===== src/rtl/instruction_sequencer_pkg.sv =====
`default_nettype none
// ----------------------------------------------------------------------------
// instruction_sequencer_pkg: shared widths, depth default, sequencer states. Rev 1.0
// ----------------------------------------------------------------------------
package instruction_sequencer_pkg;

  localparam int INSTR_W       = 12;
  localparam int DEPTH_DEFAULT = 16;
  localparam int COUNT_W       = 5;
  localparam int GAP_W         = 8;

  typedef enum logic [1:0] {
    IDLE   = 2'd0,
    ISSUE  = 2'd1,
    GAP    = 2'd2,
    FINISH = 2'd3
  } seq_state_t;

endpackage
`default_nettype wire


===== src/rtl/instruction_sequencer_buffer.sv =====
`default_nettype none
// ----------------------------------------------------------------------------
// instr_buffer: DEPTH x INSTR_W program store, sync write, async read. Rev 1.0
// ----------------------------------------------------------------------------
module instr_buffer
  import instruction_sequencer_pkg::*;
#(
  parameter int DEPTH  = DEPTH_DEFAULT,
  parameter int ADDR_W = 4
) (
  input  logic               clk,
  input  logic               wr_en,
  input  logic [ADDR_W-1:0]  wr_addr,
  input  logic [INSTR_W-1:0] wr_data,
  input  logic [ADDR_W-1:0]  rd_addr,
  output logic [INSTR_W-1:0] rd_data
);

  // Contents are deliberately not reset; count alone defines what is valid.
  logic [INSTR_W-1:0] mem [DEPTH];

  always_ff @(posedge clk) begin
    if (wr_en) begin
      mem[wr_addr] <= wr_data;
    end
  end

  assign rd_data = mem[rd_addr];

endmodule
`default_nettype wire


===== src/rtl/instruction_sequencer.sv =====
`default_nettype none
// ----------------------------------------------------------------------------
// instruction_sequencer: loads a short program and replays it as paced execute strobes. Rev 1.0
// ----------------------------------------------------------------------------
module instruction_sequencer
  import instruction_sequencer_pkg::*;
#(
  parameter int DEPTH      = DEPTH_DEFAULT,
  parameter int GAP_CYCLES = 4
) (
  input  logic               clk,
  input  logic               reset,
  input  logic               load_en,
  input  logic [INSTR_W-1:0] load_data,
  input  logic               start,
  input  logic               abort,
  input  logic               clear,
  output logic [INSTR_W-1:0] instruction,
  output logic               exec_strobe,
  output logic               busy,
  output logic               done,
  output logic [COUNT_W-1:0] count,
  output logic               overflow
);

  localparam int                 IDX_W    = (DEPTH > 1) ? $clog2(DEPTH) : 1;
  localparam logic [COUNT_W-1:0] DEPTH_C  = COUNT_W'(DEPTH);
  localparam logic [GAP_W-1:0]   GAP_LOAD = GAP_W'(GAP_CYCLES - 1);

  seq_state_t         state, state_next;
  logic [IDX_W-1:0]   rd_idx, rd_idx_next;
  logic [GAP_W-1:0]   gap_cnt, gap_cnt_next;
  logic [COUNT_W-1:0] count_next;
  logic               overflow_next;
  logic               capture;
  logic               wr_en;
  logic               is_last;
  logic [INSTR_W-1:0] rd_data;
  logic [INSTR_W-1:0] issue_word;

  assign wr_en   = (state == IDLE) && load_en && !clear && (count != DEPTH_C);
  assign is_last = (COUNT_W'(rd_idx) == (count - COUNT_W'(1)));

  instr_buffer #(
    .DEPTH  (DEPTH),
    .ADDR_W (IDX_W)
  ) u_buffer (
    .clk     (clk),
    .wr_en   (wr_en),
    .wr_addr (count[IDX_W-1:0]),
    .wr_data (load_data),
    .rd_addr (rd_idx_next),
    .rd_data (rd_data)
  );

  // A word written in the same cycle as start lands in slot 0 only when the
  // buffer was empty; forward it since the array still holds the old value.
  assign issue_word = (wr_en && (count[IDX_W-1:0] == rd_idx_next)) ? load_data : rd_data;

  always_comb begin
    state_next    = state;
    rd_idx_next   = rd_idx;
    gap_cnt_next  = gap_cnt;
    count_next    = count;
    overflow_next = overflow;
    capture       = 1'b0;

    case (state)
      IDLE: begin
        if (clear) begin
          count_next    = '0;
          overflow_next = 1'b0;
        end else if (load_en) begin
          if (count != DEPTH_C) begin
            count_next = count + COUNT_W'(1);
          end else begin
            overflow_next = 1'b1;
          end
        end
        if (start) begin
          if (count_next != '0) begin
            rd_idx_next = '0;
            capture     = 1'b1;
            state_next  = ISSUE;
          end else begin
            state_next  = FINISH;
          end
        end
      end

      ISSUE: begin
        if (abort) begin
          state_next = IDLE;
        end else begin
          gap_cnt_next = GAP_LOAD;
          state_next   = GAP;
        end
      end

      GAP: begin
        if (abort) begin
          state_next = IDLE;
        end else if (gap_cnt == '0) begin
          if (is_last) begin
            state_next = FINISH;
          end else begin
            rd_idx_next = rd_idx + IDX_W'(1);
            capture     = 1'b1;
            state_next  = ISSUE;
          end
        end else begin
          gap_cnt_next = gap_cnt - GAP_W'(1);
        end
      end

      FINISH: begin
        state_next = IDLE;
      end

      default: begin
        state_next = IDLE;
      end
    endcase
  end

  always_ff @(posedge clk) begin
    if (reset) begin
      state       <= IDLE;
      rd_idx      <= '0;
      gap_cnt     <= '0;
      count       <= '0;
      overflow    <= 1'b0;
      instruction <= '0;
    end else begin
      state    <= state_next;
      rd_idx   <= rd_idx_next;
      gap_cnt  <= gap_cnt_next;
      count    <= count_next;
      overflow <= overflow_next;
      if (capture) begin
        instruction <= issue_word;
      end
    end
  end

  assign exec_strobe = (state == ISSUE);
  assign busy        = (state == ISSUE) || (state == GAP);
  assign done        = (state == FINISH);

endmodule
`default_nettype wire


===== config.mk =====
export PLATFORM = sky130hd
export DESIGN_NAME = instruction_sequencer
export DESIGN_NICKNAME = d
export VERILOG_FILES = /design/src/rtl/instruction_sequencer_pkg.sv /design/src/rtl/instruction_sequencer_buffer.sv /design/src/rtl/instruction_sequencer.sv
export SDC_FILE = /design/constraint.sdc
export NUM_CORES = 1
export LEC_CHECK = 0
export CAP_MARGIN = 30
export CORE_MARGIN = 4
export CORE_UTILIZATION = 55
export DETAILED_ROUTE_END_ITERATION = 10
export PLACE_DENSITY = 0.76
export SETUP_SLACK_MARGIN = 0.15
export SKIP_CTS_REPAIR_TIMING = 1
export SYNTH_ARGS = -nofsm -noshare
export SYNTH_HDL_FRONTEND = slang
export SYNTH_HIERARCHICAL = 1
export SYNTH_SLANG_ARGS = --single-unit

===== constraint.sdc =====
create_clock -name clk -period 4.1 [get_ports clk]
set_clock_uncertainty 0.05 [all_clocks]
set_input_delay 0.82 -clock clk [delete_from_list [all_inputs] [get_ports clk]]
set_output_delay 0.82 -clock clk [all_outputs]
set_load 0.005 [all_outputs]

After elaboration in Yosys (flattened, before gate mapping):

Memories as Yosys holds them, arrays and structs flattened. A register that Yosys moved wholly into a read port is not among the register bits.
Index checks and enable logic that the tools add are counted.

* reduce and logical (&&, ||, !) cells: 13
* add/sub/neg operators: 4
* muxes and demuxes: 32
* eq/ne operators: 11

Operators by type and width (number)
* $mux 8: 3
* $mux 4: 5
* $mux 5: 4
* $pmux 8 s2: 1
* $mux 2: 6
* $mux 1: 10
* $ne 2x2->1 const B: 5
* $logic_not 8->1: 1
* $pmux 2 s4: 1
* $pmux 4 s2: 1
* $sub 8x1->8 const B: 1
* $add 5x1->5 const B: 1
* $eq 4x5->1: 1
* $ne 5x5->1 const B: 1
* $reduce_bool 5->1: 1
* $sub 5x1->5 const B: 1
* $add 4x1->4 const B: 1
* $eq 2x2->1 const B: 2
* $reduce_and 4->1: 1
* $reduce_bool 2->1: 2
* $logic_and 1x1->1: 3
* $ne 3x3->1 const B: 1
* $reduce_and 3->1: 1
* $eq 2x1->1 const B: 1
* 5 further kinds: 5

* output and inout port bits: 21
* register bits after elaboration: 20
* memories kept: 1
* memory bits (writable): 192
* word-level logic and storage cells: 66

Memory list
* u_buffer.mem: words 16, bits a word 12, rd ports 1, clocked after memory_dff 1, write ports 1, RTL line instruction_sequencer_buffer.sv:20 `logic [INSTR_W-1:0] mem [DEPTH];`

Logic depth before layout (Yosys ltp):

Gate-level depths: netlist of the first run.

* word-level depth: 9
* gate-level depth with buffers: 17

Hierarchy:

Netlist of the first run, hierarchy kept.

By module, submodules not included
* instr_buffer: area an instance 7359.6 µm², cells each 317, instances 1, seq. area each 5765.5 µm²
* instruction_sequencer: area an instance 2132.0 µm², cells each 256, instances 1, seq. area each 640.6 µm²

Least setup slack after synthesis of the first run:

OpenSTA, ideal clock, no wires.

* path type: flip-flop to flip-flop
* start point: register count[0]
* end point: register instruction[7] (read register of u_buffer.mem)
* arrival time: 3.691 ns
* path slack: 0.231 ns
* library setup time: 0.128 ns
* data required time: 3.922 ns
* cell stages (with the launch flop): 17
* buffers on the path: 2
* cell sequence: dfxtp_1 clkbuf_1 inv_1 ha_1 and4bb_4 nor3_1 a311oi_4 o41ai_4 o22ai_2 inv_1 buf_2 mux4_2 a22oi_1 nand2_1 nor3b_1 o21ai_0 o211ai_1

* longest elaborated chain between the ends: 9
* elaborated cells between the ends (all ways): 21
* those cells by class: 2 x add/sub; 2 x eq/ne; 16 x mux; 1 x reduce/logical

Ends and longest elaborated chain
* start, declared: RTL line instruction_sequencer.sv:22 `output logic [COUNT_W-1:0] count,`
* start signal, assigned: RTL line instruction_sequencer.sv:138 `count <= count_next;`
* $add 5x1->5 or $ne 5x5->1 (tied branches): RTL line instruction_sequencer.sv:75, instruction_sequencer.sv:74
* $mux 5: RTL line instruction_sequencer.sv:74 `if (count != DEPTH_C) begin`
* $mux 5: RTL line instruction_sequencer.sv:73 `end else if (load_en) begin`
* $mux 5: RTL line instruction_sequencer.sv:70 `if (clear) begin`
* $mux 5: RTL line instruction_sequencer.sv:68 `case (state)`
* $reduce_bool 5->1: RTL line instruction_sequencer.sv:81 `if (count_next != '0) begin`
* $mux 4: RTL line instruction_sequencer.sv:81
* $mux 4: RTL line instruction_sequencer.sv:80 `if (start) begin`
* $pmux 4 s2 (*): RTL line instruction_sequencer.sv:68
* named net rd_idx_next[0]: RTL line instruction_sequencer.sv:31 `logic [IDX_W-1:0] rd_idx, rd_idx_next;`
* end, declared: RTL line instruction_sequencer.sv:18 `output logic [INSTR_W-1:0] instruction,`

The timed path passes the listed nets; every way through them passes the cells marked *. The select of a mux whose other input is x is not followed.
A chain may end at the register's enable or synchronous reset.

Final worst setup path of the first run:

* start point: input load_en
* end point: register instruction[1] (read register of u_buffer.mem)

* longest elaborated chain between the ends: 7
* elaborated cells between the ends (all ways): 10
* those cells by class: 9 x mux; 1 x reduce/logical

Ends and longest elaborated chain
* start, declared: RTL line instruction_sequencer.sv:13 `input logic load_en,`
* $mux 5: RTL line instruction_sequencer.sv:73
* $mux 5: RTL line instruction_sequencer.sv:70
* $mux 5: RTL line instruction_sequencer.sv:68
* $reduce_bool 5->1: RTL line instruction_sequencer.sv:81
* $mux 4: RTL line instruction_sequencer.sv:81
* $mux 4: RTL line instruction_sequencer.sv:80
* $pmux 4 s2: RTL line instruction_sequencer.sv:68
* named net rd_idx_next[0]: RTL line instruction_sequencer.sv:31

The timed path passes the listed nets, and every way through them passes these cells. The select of a mux whose other input is x is not followed.

==> results of run 1 <==
[sequential cells by signal, summed over array words and instances (netlist names)]
| register | count |
|---|---|
| state | 2 |
| rd_idx | 4 |
| u_buffer/mem | 192 |
| instruction | 12 |
| count | 5 |
| gap_cnt | 8 |
| overflow | 1 |
[worst max path at each step]
stage | from | end | slack [ns] | depth (start not counted)
6_report | load_en | instruction[1] | 0.28 | 14
5_1_grt | load_en | instruction[4] | 0.14 | 15
3_5_place_dp | load_en | instruction[1] | -0.25 | 14
2_1_floorplan | count[0] | instruction[7] | 0.23 | 16
4_1_cts | load_en | instruction[9] | 0.25 | 14
3_3_place_gp | load_en | instruction[1] | -0.17 | 14
[critical path: cells and delay by family]
| family | cells | cell delay, ns |
|---|---|---|
| muxes | 1 | 0.61 |
| and+or+nand+nor | 3 | 0.38 |
| xor gates and xnor gates | 1 | 0.18 |
| buffers and inverters | 3 | 0.90 |
| AOI/OAI and AO/OA | 6 | 1.25 |
[power by group through the flow]
stage	registers [mW]	logic [mW]	clock network, mW
6_report	2.65	1.62	2.08
5_1_grt	2.66	1.74	2.22
4_1_cts	2.65	1.56	2.11
3_5_place_dp	2.70	1.55	0
3_3_place_gp	2.69	1.50	0
2_1_floorplan	2.69	1.07	0
[stage by stage]
stage | std cells | util (%) | power [mW]
3_5_place_dp | 845 | 61.9 | 4.25
2_1_floorplan | 573 | - | 3.75
6_report | 891 | 66.8 | 6.35
5_1_grt | 891 | 66.8 | 6.62
3_3_place_gp | 845 | 61.9 | 4.19
4_1_cts | 885 | 66.4 | 6.33
[layer usage]
metal	share of wire (%)	track usage, %	vias to the layer above
met5	0	0	-
li1	-	-	2443
met4	1.9	5.61	0
met2	49	34.8	210
met1	42	30.5	2802
met3	7.3	3.46	35
[cell families (layout without fill, tap and decap cells)]
family | count (synthesis) | count (layout)
AO/OA/AOI/OAI | 83 | 83
XOR/XNOR | 15 | 15
adder cells (fa/ha/maj) | 8 | 8
buffers and inverters | 42 | 140
flip-flops | 224 | 224
multiplexers | 50 | 50
AND/OR/NAND/NOR | 151 | 151
[area by class of cell]
cell class / count / area [um^2] / area share [%]
inverter: 13 / 51.3 / 0.458
multi-input combinational: 307 / 2890 / 25.8
clock buffer: 25 / 562 / 5.02
tap: 220 / 275 / 2.46
sequential: 224 / 6410 / 57.2
clock inverter: 15 / 191 / 1.71
timing repair buffer: 87 / 818 / 7.31
[placed cells by master (no fill, tap or decap), drive strengths merged, types with 14 or more instances in the layout]
cell type / n
buf: 49
dfxtp: 32
edfxtp: 192
nand2: 38
nor2: 44
clkbuf: 25
a22oi: 25
o21ai: 18
clkdlybuf4s50: 38
mux4: 48
nand3b: 14
==> out/results.tsv, run 1 <==
stage	metric	value	unit
place	pre_cts_ws	-0.249	ns
synthesis	ys_top_cells_by_area	edfxtp_1, mux4_2, dfxtp_1	
synthesis	synth-seq-area-share	67.5	%
worst_setup_path	timing.rr.end	instruction[11]	
synthesis	synth-seq-cells	224	
timing	rsz0062_at_grt	no	
place	dp_hpwl	13100	um
synthesis	mappedNetlistArea	0.00949	mm^2
pwr	p_switching	1.71	mW
synthesis	synth_compound_area_share	6.80	%
synthesis	yosysTopAreaCell	edfxtp_1	
worst_setup_path	endpoint_kind	flop	
worst_setup_path	cp_max_fo	19	
place	gp_congestion	0.859	
timing	tightestPinTransition	0.808	ns
timing	worst_slack	0.276	ns
grt	grt_pass1_vias	5454	
layout	drive_gt1_share	21.6	%
status	status	finished, final reports clean	
synthesis	syn-num-nets	599	
cts	clockBufferDepth	3	
cts	h-tree-depth	1	
hold_path	min_to	gap_cnt[2]	
layout	antennaDiodeCount	0	
pwr	p_sw_share	27.0	%
pwr	power_density	568	mW/mm^2
worst_setup_path	slowest_stage	mux4_1	
place	dpl_cell_area	0.0104	mm^2
routing	via_count	5490	
pwr	total_leakage_power	3.67	nW
synthesis	synth_top_family_by_area	multiplexers	
routing	drc	0	
timing	min_period_over_period	93.3	%
cts	cts_sinks	224	
synthesis	syn_area_per_cell	16.6	um^2
grt	groute.usage.overall	21.4	%
timing	period_minus_slack	3.82	ns
worst_setup_path	critPathMaxStageDelay	0.61	ns
routing	dr.pass1.iters	5	
floorplan	die_height	139	um
timing	whs	0.429	ns
worst_setup_path	r2r_setup_slack	0.37	ns
floorplan	die_w	139	um
cts	cts_buffers	22	
worst_setup_path	arrival	4.16	ns
cts	clk_pin_slew	0.06	ns
routing	avgViaCountPerCell	6.16	
synthesis	synthCells	573	
cts	cts_root_buffer	clkbuf_16	
timing	slew_headroom	46.0	%
grt	grt_overflow_total	0	
synthesis	synth_ff_type	edfxtp_1	
synthesis	synth_edf_count	192	
routing	dr.first_iter.drc_count	506	
timing	final_max_slew_viol_count	0	
floorplan	coreArea	0.0168	mm^2
synthesis	yosysMostFrequentCell	edfxtp_1	
layout	nFillCells	1076	
grt	grt_pass1_wl	32000	um
timing	hold_viol_final	0	
synthesis	yosys_warnings	6	
grt	grt_max_degree	28	
floorplan	start_util	56.6	%
pwr	ir_drop	0.000379	V
pwr	power_frac_comb	25.6	%
timing	tns	0	ns
synthesis	ys_async_sr_fraction	0	%
synthesis	synth_top_area_share	60.7	%
worst_setup_path	path_cells	clkdlybuf4s50_1 > nand4_1 > xnor2_1 > o21a_2 > o41ai_4 > o22ai_2 > inv_4 > buf_12 > mux4_1 > a22oi_1 > nand2_1 > nor3b_1 > o21ai_0 > o211ai_1	
synthesis	muxShareOfSynthArea	12.2	%
floorplan	dieArea	0.0194	mm^2
worst_setup_path	r2r_start	count[0]	
worst_setup_path	rr_worst_depth	16	
pwr	p_clk_share	32.7	%
run	max_cap_violations	0	
timing	max_clock_freq	262	MHz
synthesis	synth_common_cells	edfxtp_1, nor2_1, nand2_1, mux4_2, dfxtp_1	
hold_path	hold_depth	2	
layout	nNetsFinal	681	
pwr	power_frac_seq	41.8	%
routing	wl_per_cell	23.4	um
floorplan	rows	47	
worst_setup_path	worstSetupPathType	input pin to flop	
layout	fin_area	0.0112	mm^2
cts	insertion_delay	0.52	ns
worst_setup_path	cp_data_required_time	4.44	ns
pwr	p_int	4.64	mW
routing	finalWirelength	20800	um
timing	setup_violations	0	
synthesis	yosysUniqueCellTypes	59	
place	port_buffers	38	
grt	antenna_found_initial	0	
hold_path	hold_path_class	flop to flop	
cts	tritoncts	built	
worst_setup_path	worstSetupStartpointType	input pin	
synthesis	synthAdderAreaFrac	1.05	%
routing	postRouteAntennaNets	0	
floorplan	io_pins	39	
hold_path	min-delay-start	gap_cnt[2]	
synthesis	yosys.area_share.xor_xnor	1.54	%
layout	area_growth	17.9	%
synthesis	yosys.area_share.simple	8.50	%
(Power assumes the default switching activity.)
==> run 2: changes to the inputs <==
ABC_AREA = 1   (was default)
==> out/results.tsv, run 2 <==
stage	metric	value	unit	change
hold_path	hold_path_class	flop to flop		
cts	cts_buffers	24		+9.1%
worst_setup_path	arrival	3.93	ns	-0.23 ns
synthesis	synth_edf_count	192		unchanged
worst_setup_path	worstSetupPathType	flop to flop		
worst_setup_path	cp_max_fo	37		+18
cts	insertion_delay	0.51	ns	about the same
worst_setup_path	endpoint_kind	flop		
timing	worst_slack	0.583	ns	+0.307 ns
routing	postRouteAntennaNets	0		unchanged
layout	layout.cells.most_common	nand2_1		
cts	clockBufferDepth	3		unchanged
grt	grt_pass1_vias	7832		+44%
layout	largest-register	u_buffer/mem		
synthesis	synth-seq-area-share	60.6	%	-6.9 points
synthesis	synth_top_area_share	54.5	%	-6.2 points
synthesis	syn-num-nets	1190		+99%
timing	min_period_over_period	85.8	%	-7.5 points
grt	met2_usage	40.2	%	+5.4 points
timing	period_minus_slack	3.52	ns	-0.307 ns
floorplan	start_util	56.2	%	-0.47 points
grt	met1_usage	31.9	%	+1.4 points
status	status	finished, final reports clean		
synthesis	synth_ff_type	edfxtp_1		
floorplan	io_pins	39		unchanged
synthesis	mappedNetlistArea	0.0106	mm^2	+11%
pwr	power_density	644	mW/mm^2	+14%
routing	via_count	7941		+45%
grt	met3_usage	3.10	%	-0.36 points
place	port_buffers	38		unchanged
cts	tritoncts	built		
floorplan	die_w	147	um	+5.2%
timing	slew_headroom	40.3	%	-5.7 points
timing	max_clock_freq	284	MHz	+8.7%
floorplan	dieArea	0.0215	mm^2	+11%
layout	nNetsFinal	1231		+81%
timing	hold_viol_final	0		unchanged
synthesis	syn_area_per_cell	9.09	um^2	-45%
grt	grt_most_used_layer	met2		
place	dp_hpwl	15600	um	+19%
cts	cts_root_buffer	clkbuf_16		
synthesis	synthCells	1164		+100%
timing	tns	0	ns	unchanged
synthesis	synth-seq-cells	224		unchanged
routing	wl_per_cell	16.9	um	-28%
synthesis	yosysUniqueCellTypes	34		-42%
grt	groute.usage.overall	23.4	%	+2.1 points
grt	antenna_found_initial	0		unchanged
floorplan	coreArea	0.0188	mm^2	+12%
timing	tightestPinTransition	0.893	ns	+0.0853 ns
layout	largest_reg_flops	192		unchanged
timing	setup_violations	0		unchanged
synthesis	ys_top_cells_by_area	edfxtp_1, nand2_1, nand3_1		
pwr	total_leakage_power	5.30	nW	+44%
cts	cts_sinks	224		unchanged
grt	grt_pass1_wl	40500	um	+27%
synthesis	ys_async_sr_fraction	0	%	unchanged
routing	avgViaCountPerCell	5.35		-13%
pwr	ir_drop	0.000485	V	+28%
layout	top_regs	u_buffer/mem: 192 flops, instruction: 12 flops, gap_cnt: 8 flops		
layout	drive_gt1_share	7.03	%	-15 points
layout	antennaDiodeCount	0		unchanged
grt	grt_overflow_total	0		unchanged
routing	dr.pass1.iters	5		unchanged
synthesis	synth_common_cells	nand2_1, inv_1, nand3_1, edfxtp_1, nor2_1		
cts	clk_pin_slew	0.06	ns	about the same
cts	h-tree-depth	1		unchanged
place	pre_cts_ws	0.207	ns	+0.456 ns
run	max_cap_violations	0		unchanged
timing	final_max_slew_viol_count	0		unchanged
place	gp_congestion	0.859		about the same
synthesis	yosys_warnings	6		unchanged
floorplan	die_height	147	um	+5.2%
layout	mostFrequentLayoutCells	nand2_1, inv_1, nand3_1		
synthesis	yosysMostFrequentCell	nand2_1		
routing	finalWirelength	25100	um	+21%
grt	grt_max_degree	67		+140%
worst_setup_path	cp_data_required_time	4.51	ns	+0.07 ns
routing	dr.first_iter.drc_count	760		+50%
floorplan	rows	50		+6.4%
timing	rsz0062_at_grt	no		
layout	area_growth	14.0	%	
routing	drc	0		unchanged
synthesis	yosysTopAreaCell	edfxtp_1		
worst_setup_path	worstSetupStartpointType	flop		
## run 2: routing by layer
layer,part of all wire (%),vias to the layer above
met3,6.3,50
met4,2.2,0
met1,42,3754
met5,0,-
li1,-,3828
met2,49,309
## run 2: path summary, 6_finish.rpt
path | depth (start not counted) | startpoint | end | slack, ns
worst max-delay path | 22 | count[1] | instruction[7] | 0.58
worst min-delay path | 2 | gap_cnt[6] | gap_cnt[6] | 0.44
worst max register to register | 22 | count[1] | instruction[7] | 0.58
worst min register to register | 2 | gap_cnt[6] | gap_cnt[6] | 0.44
## run 2: critical path, cell delays in order (launching register included)
cell	delay [ns]
dfxtp_1	0.51
inv_1	0.17
ha_1	0.34
inv_2	0.10
nand2_1	0.07
nand3_1	0.11
nand2_1	0.07
nor2_1	0.17
nand2_2	0.13
nand3_2	0.11
nand2_1	0.07
nand3_2	0.09
nand2_2	0.08
inv_1	0.36
buf_12	0.29
nand3_1	0.11
nand3_1	0.08
nand3_1	0.14
nand2_1	0.12
nand2_1	0.06
nand3_1	0.08
nand2_1	0.07
inv_1	0.05
## run 2: area by class of cell
cell class,instances,area [um^2]
Inverter,210,788
Fill cell,1492,6780
Timing Repair Buffer,66,653
Tap cell,260,325
Sequential cell,224,6410
Clock inverter,14,143
Multi-Input combinational cell,679,3090
Clock buffer,30,654
## run 2: logic make-up after synthesis
group | count (synthesis) | share of synthesized area, %
and+or+nand+nor | 622 | 25.6
buffers and inverters | 261 | 10.3
DFF | 224 | 60.6
AOI/OAI and AO/OA | 49 | 2.54
adders and majority gates | 8 | 0.946
## run 2: report_power, final
group / switching [mW] / internal, mW
Sequential: 0.166 / 2.67
Combinational: 1.79 / 0.967
Clock: 0.862 / 1.32
## run 2: per-stage QoR
| stage | cells | total power [mW] | util (%) | hold slack, ns | cell area, um^2 |
|---|---|---|---|---|---|
| 3_3_place_gp | 1439 | 5.52 | 59.8 | 0.416 | 11300 |
| 2_1_floorplan | 1164 | 4.80 | - | 0.400 | 10600 |
| 5_1_grt | 1483 | 8.25 | 64.0 | 0.464 | 12100 |
| 4_1_cts | 1483 | 7.78 | 64.0 | 0.429 | 12100 |
| 3_5_place_dp | 1439 | 5.58 | 59.8 | 0.421 | 11300 |
| 6_report | 1483 | 7.77 | 64.0 | 0.436 | 12100 |
